### config.mk
export PLATFORM = sky130hd
export DESIGN_NAME = tt_um_michaelbell_spi_slave
export DESIGN_NICKNAME = d
export VERILOG_FILES = /design/src/rtl/tt_spi_pkg.sv /design/src/rtl/hex_to_7seg.sv /design/src/rtl/tt_um_michaelbell_spi_slave.sv
export SDC_FILE = /design/constraint.sdc
export NUM_CORES = 1
export LEC_CHECK = 0
export CAP_MARGIN = 10
export CORE_ASPECT_RATIO = 1.25
export CORE_MARGIN = 2
export CORE_UTILIZATION = 25
export CTS_BUF_LIST = sky130_fd_sc_hd__clkbuf_2
export CTS_CLUSTER_DIAMETER = 120
export DETAILED_ROUTE_END_ITERATION = 16
export PLACE_DENSITY = 0.43
export SYNTH_ARGS = -nofsm -noshare
export SYNTH_HDL_FRONTEND = slang
export SYNTH_HIERARCHICAL = 1
export SYNTH_SLANG_ARGS = --single-unit
### constraint.sdc
create_clock -name clk -period 2.9 [get_ports clk]
set_input_delay 0.435 -clock clk [delete_from_list [all_inputs] [get_ports clk]]
set_output_delay 0.435 -clock clk [all_outputs]
set_load 0.02 [all_outputs]
### src/rtl/tt_spi_pkg.sv
// Shared constants and types for the SPI-slave memory block.
//   CMD_*     : recognised command opcodes
//   MEM_DEPTH : number of bytes in the register file
//   state_t   : transaction FSM states
package tt_spi_pkg;

  localparam logic [7:0] CMD_WRITE = 8'h02;
  localparam logic [7:0] CMD_READ  = 8'h03;
  localparam logic [7:0] CMD_QREAD = 8'h6B;

  localparam int MEM_DEPTH = 8;
  localparam int ADDR_W    = $clog2(MEM_DEPTH);

  typedef enum logic [2:0] {
    ST_IDLE   = 3'd0,
    ST_CMD    = 3'd1,
    ST_ADDR   = 3'd2,
    ST_WRITE  = 3'd3,
    ST_READ   = 3'd4,
    ST_QREAD  = 3'd5,
    ST_IGNORE = 3'd6
  } state_t;

endpackage

### src/rtl/hex_to_7seg.sv
// Combinational hex digit to 7-segment decoder.
//   hex_i [3:0] : digit 0..F
//   seg_o [6:0] : segments gfedcba, active-high (bit0 = a)
module hex_to_7seg (
  input  logic [3:0] hex_i,
  output logic [6:0] seg_o
);

  always_comb begin
    seg_o = 7'h00;
    case (hex_i)
      4'h0: seg_o = 7'h3F;
      4'h1: seg_o = 7'h06;
      4'h2: seg_o = 7'h5B;
      4'h3: seg_o = 7'h4F;
      4'h4: seg_o = 7'h66;
      4'h5: seg_o = 7'h6D;
      4'h6: seg_o = 7'h7D;
      4'h7: seg_o = 7'h07;
      4'h8: seg_o = 7'h7F;
      4'h9: seg_o = 7'h6F;
      4'hA: seg_o = 7'h77;
      4'hB: seg_o = 7'h7C;
      4'hC: seg_o = 7'h39;
      4'hD: seg_o = 7'h5E;
      4'hE: seg_o = 7'h79;
      4'hF: seg_o = 7'h71;
      default: seg_o = 7'h00;
    endcase
  end

endmodule

### src/rtl/tt_um_michaelbell_spi_slave.sv
// SPI mode-0 slave fronting an 8-byte register file, with single-bit and
// quad read, a 7-segment view of mem[0][3:0] and a nibble debug port.
//   clk, rst_n : system clock (oversamples SPI), async active-low reset
//   ena        : unused
//   ui_in      : [0] SCK, [1] CS_n, [5:2] debug_addr
//   uo_out     : [6:0] segments a..g, [7] dot (transaction active)
//   uio_in     : [0] MOSI
//   uio_out    : [1] MISO, [3:0] quad data, [7:4] debug_data
//   uio_oe     : 0xF2, or 0xFF during the quad-read data phase
//
// Handshake: there is no valid/ready pair; SPI framing is CS_n low for the
// whole transaction, MOSI sampled on synchronized SCK rise, outputs updated
// on synchronized SCK fall.
module tt_um_michaelbell_spi_slave
  import tt_spi_pkg::*;
(
  input  logic [7:0] ui_in,
  output logic [7:0] uo_out,
  input  logic [7:0] uio_in,
  output logic [7:0] uio_out,
  output logic [7:0] uio_oe,
  input  logic       ena,
  input  logic       clk,
  input  logic       rst_n
);

  logic unused_inputs;
  assign unused_inputs = ^{ena, ui_in[7:6], uio_in[7:1]};

  // Pin synchronizers and edge detection
  logic [1:0] sck_sync_q, cs_sync_q, mosi_sync_q;
  logic       sck_prev_q;
  logic       sck_s, cs_n_s, mosi_s, sck_rise, sck_fall;

  // Armed once a genuine CS_n high has been seen after reset, so a CS_n held
  // low across reset cannot start a transaction part-way through.
  logic [1:0] flush_q;
  logic       armed_q;

  state_t              state_q, state_d, target_q, target_d;
  logic [2:0]          bit_cnt_q, bit_cnt_d;
  logic [7:0]          shift_q, shift_d;
  logic [ADDR_W-1:0]   addr_q, addr_d;
  logic                miso_q, miso_d;
  logic [3:0]          quad_q, quad_d;
  logic                qact_q, qact_d;
  logic [7:0]          mem_q [MEM_DEPTH];
  logic                mem_we;
  logic [7:0]          byte_in, cur_byte, dbg_byte;
  logic [3:0]          dbg_nib, data_nib;
  logic [6:0]          seg;

  assign sck_s    = sck_sync_q[1];
  assign cs_n_s   = cs_sync_q[1];
  assign mosi_s   = mosi_sync_q[1];
  assign sck_rise = sck_s & ~sck_prev_q;
  assign sck_fall = ~sck_s & sck_prev_q;
  assign byte_in  = {shift_q[6:0], mosi_s};
  assign cur_byte = mem_q[addr_q];

  always_ff @(posedge clk or negedge rst_n) begin
    if (!rst_n) begin
      sck_sync_q  <= 2'b00;
      cs_sync_q   <= 2'b11;
      mosi_sync_q <= 2'b00;
      sck_prev_q  <= 1'b0;
      flush_q     <= 2'b00;
      armed_q     <= 1'b0;
    end else begin
      sck_sync_q  <= {sck_sync_q[0], ui_in[0]};
      cs_sync_q   <= {cs_sync_q[0], ui_in[1]};
      mosi_sync_q <= {mosi_sync_q[0], uio_in[0]};
      sck_prev_q  <= sck_s;
      flush_q     <= {flush_q[0], 1'b1};
      armed_q     <= armed_q | (flush_q[1] & cs_n_s);
    end
  end

  always_ff @(posedge clk or negedge rst_n) begin
    if (!rst_n) begin
      state_q   <= ST_IDLE;
      target_q  <= ST_IGNORE;
      bit_cnt_q <= '0;
      shift_q   <= '0;
      addr_q    <= '0;
      miso_q    <= 1'b0;
      quad_q    <= '0;
      qact_q    <= 1'b0;
    end else begin
      state_q   <= state_d;
      target_q  <= target_d;
      bit_cnt_q <= bit_cnt_d;
      shift_q   <= shift_d;
      addr_q    <= addr_d;
      miso_q    <= miso_d;
      quad_q    <= quad_d;
      qact_q    <= qact_d;
    end
  end

  always_comb begin
    state_d   = state_q;
    target_d  = target_q;
    bit_cnt_d = bit_cnt_q;
    shift_d   = shift_q;
    addr_d    = addr_q;
    miso_d    = miso_q;
    quad_d    = quad_q;
    qact_d    = qact_q;
    mem_we    = 1'b0;
    if (cs_n_s) begin
      state_d   = ST_IDLE;
      bit_cnt_d = '0;
      miso_d    = 1'b0;
      quad_d    = '0;
      qact_d    = 1'b0;
    end else begin
      case (state_q)
        ST_IDLE: begin
          if (armed_q) begin
            state_d   = ST_CMD;
            bit_cnt_d = '0;
          end
        end
        ST_CMD, ST_ADDR, ST_WRITE: begin
          if (sck_rise) begin
            shift_d   = byte_in;
            bit_cnt_d = bit_cnt_q + 3'd1;
            if (bit_cnt_q == 3'd7) begin
              if (state_q == ST_CMD) begin
                state_d = ST_ADDR;
                case (byte_in)
                  CMD_WRITE: target_d = ST_WRITE;
                  CMD_READ:  target_d = ST_READ;
                  CMD_QREAD: target_d = ST_QREAD;
                  default:   state_d  = ST_IGNORE;
                endcase
              end else if (state_q == ST_ADDR) begin
                addr_d  = byte_in[ADDR_W-1:0];
                state_d = target_q;
              end else begin
                mem_we = 1'b1;
                addr_d = addr_q + 1'b1;
              end
            end
          end
        end
        ST_READ: begin
          if (sck_fall) begin
            miso_d    = cur_byte[3'd7 - bit_cnt_q];
            bit_cnt_d = bit_cnt_q + 3'd1;
            if (bit_cnt_q == 3'd7) addr_d = addr_q + 1'b1;
          end
        end
        ST_QREAD: begin
          if (sck_fall) begin
            qact_d    = 1'b1;
            quad_d    = bit_cnt_q[0] ? cur_byte[3:0] : cur_byte[7:4];
            bit_cnt_d = bit_cnt_q + 3'd1;
            if (bit_cnt_q[0]) addr_d = addr_q + 1'b1;
          end
        end
        ST_IGNORE: ;
        default: state_d = ST_IDLE;
      endcase
    end
  end

  always_ff @(posedge clk or negedge rst_n) begin
    if (!rst_n) begin
      for (int i = 0; i < MEM_DEPTH; i++) mem_q[i] <= '0;
    end else if (mem_we) begin
      mem_q[addr_q] <= byte_in;
    end
  end

  // Debug nibble: debug_addr[3:1] selects the byte, [0] selects high nibble.
  assign dbg_byte = mem_q[ui_in[5:3]];
  assign dbg_nib  = ui_in[2] ? dbg_byte[7:4] : dbg_byte[3:0];

  always_comb begin
    data_nib = 4'h0;
    if (state_q == ST_QREAD && qact_q) data_nib = quad_q;
    else if (state_q == ST_READ)       data_nib = {2'b00, miso_q, 1'b0};
  end

  hex_to_7seg u_seg (
    .hex_i (mem_q[0][3:0]),
    .seg_o (seg)
  );

  assign uo_out  = {~cs_n_s, seg};
  assign uio_out = {dbg_nib, data_nib};
  assign uio_oe  = (state_q == ST_QREAD && qact_q) ? 8'hFF : 8'hF2;

endmodule

==> results of run 1 <==
## worst register-to-register path, cell delays in order, from the launching register on
cell     delay, ns
dfrtp_1       0.63
ha_1          0.24
ha_1          0.20
nand2_1       0.08
or4b_4        0.63
nor2_8        0.29
mux2_4        0.33
## power breakdown
group	leakage, nW	switching (W)	internal (W)	total [W]
logic	1.64	0.000685	0.000471	0.00116
clock network	0.0711	0.000552	0.000141	0.000693
registers	1.32	0.000206	0.00147	0.00167
total	3.03	0.00144	0.00208	0.00352
## registers in the layout, indices dropped and copies added, names as in the netlist, 3 cells and up
| register | flops |
|---|---|
| mem_q | 64 |
| shift_q | 7 |
| quad_q | 4 |
| addr_q | 3 |
| bit_cnt_q | 3 |
| state_q | 3 |
| target_q | 3 |
## area by class of cell
cell class	instances	area, sq um
multi-input combinational	289	3060
fill	2320	16300
clock inverter	7	68.8
sequential	99	2490
timing repair buffer	55	538
antenna	1	2.50
inverter	14	52.6
tap	288	360
clock buffer	9	45.0
## timing repair
item,in CTS,in global routing
buffers inserted,11,1
hold buffers,1,0
resized for setup,30,6
endpoints found under the setup margin,18,6
pin swaps,0,0
gates cloned,1,0
hold endpoints to repair,96,0
## layout by cell type (no fill, tap or decap), types with 9 or more instances in the layout
| cell type | synthesis | layout |
|---|---|---|
| dfrtp_1 | 95 | 89 |
| mux2_1 | 35 | 35 |
| mux2_4 | 33 | 33 |
| mux4_2 | 29 | 29 |
| buf_4 | 12 | 23 |
| nor2_1 | 22 | 21 |
| mux2_2 | 20 | 20 |
| o21ai_0 | 14 | 14 |
| inv_1 | 14 | 13 |
| clkdlybuf4s50_1 | 0 | 12 |
| nand2_1 | 11 | 11 |
| a21oi_1 | 11 | 11 |
| mux2i_1 | 10 | 10 |
| nor2_8 | 9 | 9 |
| ha_1 | 10 | 9 |
| clkbuf_2 | 1 | 9 |
## per-layer routing
layer	GRT usage (%)	part of all wire, %
met3	1.96	3.1
met4	5.22	2.5
met5	0	0
met1	16.0	44
met2	21.8	51
## cell families (layout without fill, tap and decap cells)
| kind of cell | Yosys count | after routing | share of synthesized area (%) |
|---|---|---|---|
| muxes | 128 | 128 | 32.7 |
| DFF | 99 | 99 | 42.8 |
| and+or+nand+nor | 85 | 85 | 10.5 |
| AOI/OAI and AO/OA | 59 | 59 | 6.75 |
| buffers and inverters | 52 | 85 | 4.94 |
| adders and majority gates | 11 | 11 | 2.33 |
| other | 1 | 7 | 0.0646 |
## final timing paths
check / depth (start not counted) / endpoint / start
max: 5 / uo_out[3] / mem_q[57]
min: 2 / state_q[1] / rst_n
max reg2reg: 6 / mem_q[34] / bit_cnt_q[0]
min reg2reg: 0 / cs_sync_q[1] / cs_sync_q[0]
max in group asynchronous: 3 / mem_q[57] / rst_n
min in group clk: 1 / cs_sync_q[0] / ui_in[1]
## stage by stage
step	util (%)	std cells	worst slack, ns	TNS, ns	area [sq um]
floorplan	-	440	0.443	0	5820
global placement	27.8	731	-0.310	-1.17	6370
detailed placement	27.8	731	-0.314	-1.18	6370
CTS	28.9	760	0.00486	0	6610
global route	28.9	762	0.00675	0	6620
finish	28.9	762	0.131	0	6620
==> flow_summary.ini, run 1 <==
[outcome]
outcome = finished clean

[setup_path]
cp_slowest_stage_delay_ns = 0.53
worstPathCellList = inv_2, ha_2, inv_1, mux4_1, dlygate4sd2_1
crit_family = flip-flops
critPathCaptureType = output port
arrival_ns = 2.33
worstSetupPathType = reg2out
cp_max_fo = 7
cp_slowest_cell = dfrtp_2
critPathLaunchType = flip-flop
path_buf_inv = 3
crit_required_ns = 2.47
rrSetupSlack_ns = 0.39

[worst_hold_path]
hp-class = in2async

[die]
io_pins = 43
die_width_um = 140
initial_core_util_pct = 25.3
rows = 62
design.die.area_sq_um = 24400
die_height_um = 174
core_sq_um = 22900

[power_and_ir_drop]
power_density_nw_per_um2 = 532
p_leak_nw = 3.03
power_w = 0.00352
peakVddDrop_mv = 0.241

[sta]
slew-limit-headroom_pct = 53.9
post-route-period-util_pct = 95.5
rsz0062_at_grt = false
hold_viol = 0
slew_violations = 0
skew_ns = 0.0610
fmax_mhz = 361
tightest_slew_ns = 0.692
period_minus_slack_ns = 2.77
holdWs_ns = 0.0945
finalSetupViolations = 0

[flow_run]
maxCapViolations = 0

[yosys]
synth_cells = 435
synth_top_area_share_pct = 41.0
synth_warnings = 6
synthDistinctLibCells = 65
avgSynthCellArea_sq_um = 13.3
yosys.area.top_type = dfrtp_1
syn_area_sq_um = 5800
synth.top_cells.by_count = dfrtp_1 (95), mux2_1 (35), mux2_4 (33), mux4_2 (29), nor2_1 (22)
synth-seq-cells = 99
ys_seq_area_share_pct = 42.8
yosys.cell_count.top_type = dfrtp_1
synthFlopType = dfrtp_1
synthArstFlopShare_pct = 100
netlist_top_cells_area = dfrtp_1 (41%), mux4_2 (11%), mux2_4 (8.5%), mux2_1 (6.8%), mux2_2 (3.9%)
synth_edf_count = 0

[routing]
vias_per_cell = 4.88
wl_per_cell_um = 19.7
remaining_drc_errors = 0
antenna_left = 0
drt_wl_total_mm = 15.0
vias = 3722
dr.pass1.iters = 4
drtIter0Drc = 171

[global_route]
antenna_found_initial = 1
grt_pass1_vias = 3854
track_usage_pct = 12.7
grt_pass1_wl_mm = 23.5
grt_max_degree = 57
overflow = 0

[finish]
nNetsFinal = 497
drive_above_1_share_pct = 34.5
area_growth_pct = 14.1

[clock_network]
clk-insertion-delay-late_ns = 0.66
ctsRootBufferMaster = clkbuf_2
cts.clk_slew.worst_paths_ns = 0.32
cts_tree = built
cts_num_sinks = 99
cts_buffer_depth = 2
cts_inserted_buffers = 9
htreeDepth = 3

[placement]
portBuffers = 27
gp_congestion = 0.835
dp_hpwl_mm = 10.6
(Power assumes the default switching activity.)
==> run 2: changes to the inputs <==
--- a/config.mk
+++ b/config.mk
@@ -8,11 +8,11 @@
 export CAP_MARGIN = 10
 export CORE_ASPECT_RATIO = 1.25
 export CORE_MARGIN = 2
-export CORE_UTILIZATION = 25
+export CORE_UTILIZATION = 55
 export CTS_BUF_LIST = sky130_fd_sc_hd__clkbuf_2
 export CTS_CLUSTER_DIAMETER = 120
 export DETAILED_ROUTE_END_ITERATION = 16
-export PLACE_DENSITY = 0.43
+export PLACE_DENSITY = 0.78
 export SYNTH_ARGS = -nofsm -noshare
 export SYNTH_HDL_FRONTEND = slang
 export SYNTH_HIERARCHICAL = 1
==> run 2 against run 1 <==
  * Largest cell class unchanged
  * Worst setup slack got worse by 0.025 ns
  * Die area shrank 53%
  * Critical path depth fell by 2
  * Critical path type unchanged
  * Maximum frequency down 0.88%
  * First-iteration DRC count rose by 7.0%
  * Global-route usage is 11 points higher
  * Clock power up 1%
  * Combinational power is 14% lower
  * Routed wire length shrank 16%
  * Via count is 0.46% lower
==> flow_summary.ini, run 2 (synthesis results as in run 1) <==
[setup_path]
cp_max_fo = 3
critPathCaptureType = output port
worstSetupPathType = reg2out
crit_start = mem_q[38]
arrival_ns = 2.36
rrSetupSlack_ns = 0.42
critPathLaunchType = flip-flop
reg2reg_from = bit_cnt_q[0]
crit_required_ns = 2.47

[finish]
reg_top3 = mem_q x64, shift_q x7, quad_q x4
nNetsFinal = 488
num_antenna_cells = 0
drive_above_1_share_pct = 32.5
final_cells = 593
final_cell_mix = dfrtp_1 (90), mux2_1 (35), mux2_4 (33), mux4_2 (29), nor2_1 (21)
area_growth_pct = 9.58
regMostFlops = mem_q
fillCellCount = 806
largest_reg_flops = 64
post-route-util_pct = 62.3
mostFrequentLayoutCell = dfrtp_1

[global_route]
grt_pass1_wl_mm = 20.5
overflow = 0
antenna_found_initial = 0
track_usage_pct = 24.1
grt_pass1_vias = 3822
grt_max_degree = 46
busiest_layer = met2
met2_usage_pct = 38.5
use_met1_pct = 31.5
use_met3_pct = 4.62

[routing]
drtIter0Drc = 183
remaining_drc_errors = 0
wl_per_cell_um = 21.3
dr.pass1.iters = 4
drt_wl_total_mm = 12.7
antenna_left = 0
vias_per_cell = 6.25
vias = 3705

[flow_run]
maxCapViolations = 0

[sta]
period_minus_slack_ns = 2.79
slew-limit-headroom_pct = 57.3
rsz0062_at_grt = false
tightest_slew_ns = 0.641
skew_ns = 0.0325
slew_violations = 0
fmax_mhz = 358
post-route-period-util_pct = 96.3
hold_viol = 0
finalSetupViolations = 0

[clock_network]
cts_num_sinks = 99
cts_tree = built
htreeDepth = 3
ctsRootBufferMaster = clkbuf_2
cts.clk_slew.worst_paths_ns = 0.26
clk-insertion-delay-late_ns = 0.59
cts_buffer_depth = 2
cts_inserted_buffers = 9

[power_and_ir_drop]
peakVddDrop_mv = 0.244
p_leak_nw = 2.97
power_density_nw_per_um2 = 541

[placement]
gp_congestion = 0.925
place_inst = 568
portBuffers = 27
dp_hpwl_mm = 8.97

[outcome]
outcome = finished clean

[worst_hold_path]
hold_path.startpoint = ui_in[1]
hp-class = in2reg

[die]
io_pins = 43
initial_core_util_pct = 56.8
rows = 41
die_width_um = 95.9
core_sq_um = 10200
die_height_um = 119
design.die.area_sq_um = 11400
[run 2: cell count changes in the layout (fill, tap and decap cells not counted), moves of 2 or more]
cell	before	now
clkbuf_2	9	11
buf_2	4	0
inv_6	5	1
buf_4	23	14
dlymetal6s2s_1	4	2
clkdlybuf4s50_1	12	14
[run 2: power breakdown]
part / internal (W) / switching [W] / leakage (nW)
clock: 0.000208 / 0.000493 / 0.0758
combinational: 0.000434 / 0.000567 / 1.57
sequential: 0.00147 / 0.000269 / 1.33
[run 2: path summary, 6_finish.rpt]
path	endpoint	depth (start not counted)
max in group asynchronous	target_q[2]	3
worst min-delay path	cs_sync_q[0]	1
worst max register to register	mem_q[54]	6
worst max-delay path	uio_out[6]	3
worst min register to register	cs_sync_q[1]	0
min in group asynchronous	mem_q[29]	2
[run 2: layout make-up]
| cell class | instances | area, sq um | share of cell area [%] |
|---|---|---|---|
| well taps | 129 | 161 | 2.54 |
| repair buffers | 46 | 477 | 7.50 |
| clock buffers | 9 | 45.0 | 0.709 |
| clock inverters | 7 | 76.3 | 1.20 |
| multi-input cells | 289 | 3060 | 48.1 |
| inverters | 14 | 52.6 | 0.827 |
| flip-flops and latches | 99 | 2490 | 39.2 |
[run 2: timing repair]
action | 4_1_cts | 5_1_grt
buffers inserted | 5 | 2
pin swaps | 0 | 0
endpoints found under the hold margin | 42 | 0
hold buffers | 1 | 0
gates resized for setup | 20 | 7
gates cloned | 1 | 0
setup endpoints to repair | 16 | 7
[run 2: stage by stage]
step / total power [W] / setup slack [ns] / TNS [ns] / hold slack (ns) / area [sq um]
2_1_floorplan: 0.00250 / 0.443 / 0 / 0.139 / 5820
3_3_place_gp: 0.00267 / -0.251 / -0.920 / 0.332 / 6130
3_5_place_dp: 0.00271 / -0.254 / -0.953 / 0.336 / 6130
4_1_cts: 0.00343 / 0.00465 / 0 / 0.176 / 6340
5_1_grt: 0.00362 / 0.0177 / 0 / 0.159 / 6360
6_report: 0.00344 / 0.107 / 0 / 0.222 / 6360
[run 2: worst max-delay path: stages (launching register included)]
cell and delay, ns:
dfrtp_1 0.47, mux4_2 0.48, mux4_2 0.49, dlygate4sd2_1 0.34
[run 2: layer usage]
layer / vias up / wire length, um
met5: - / 0
li1: 1654 / -
met1: 1887 / 5210
met2: 127 / 6250
met3: 37 / 575
met4: 0 / 614
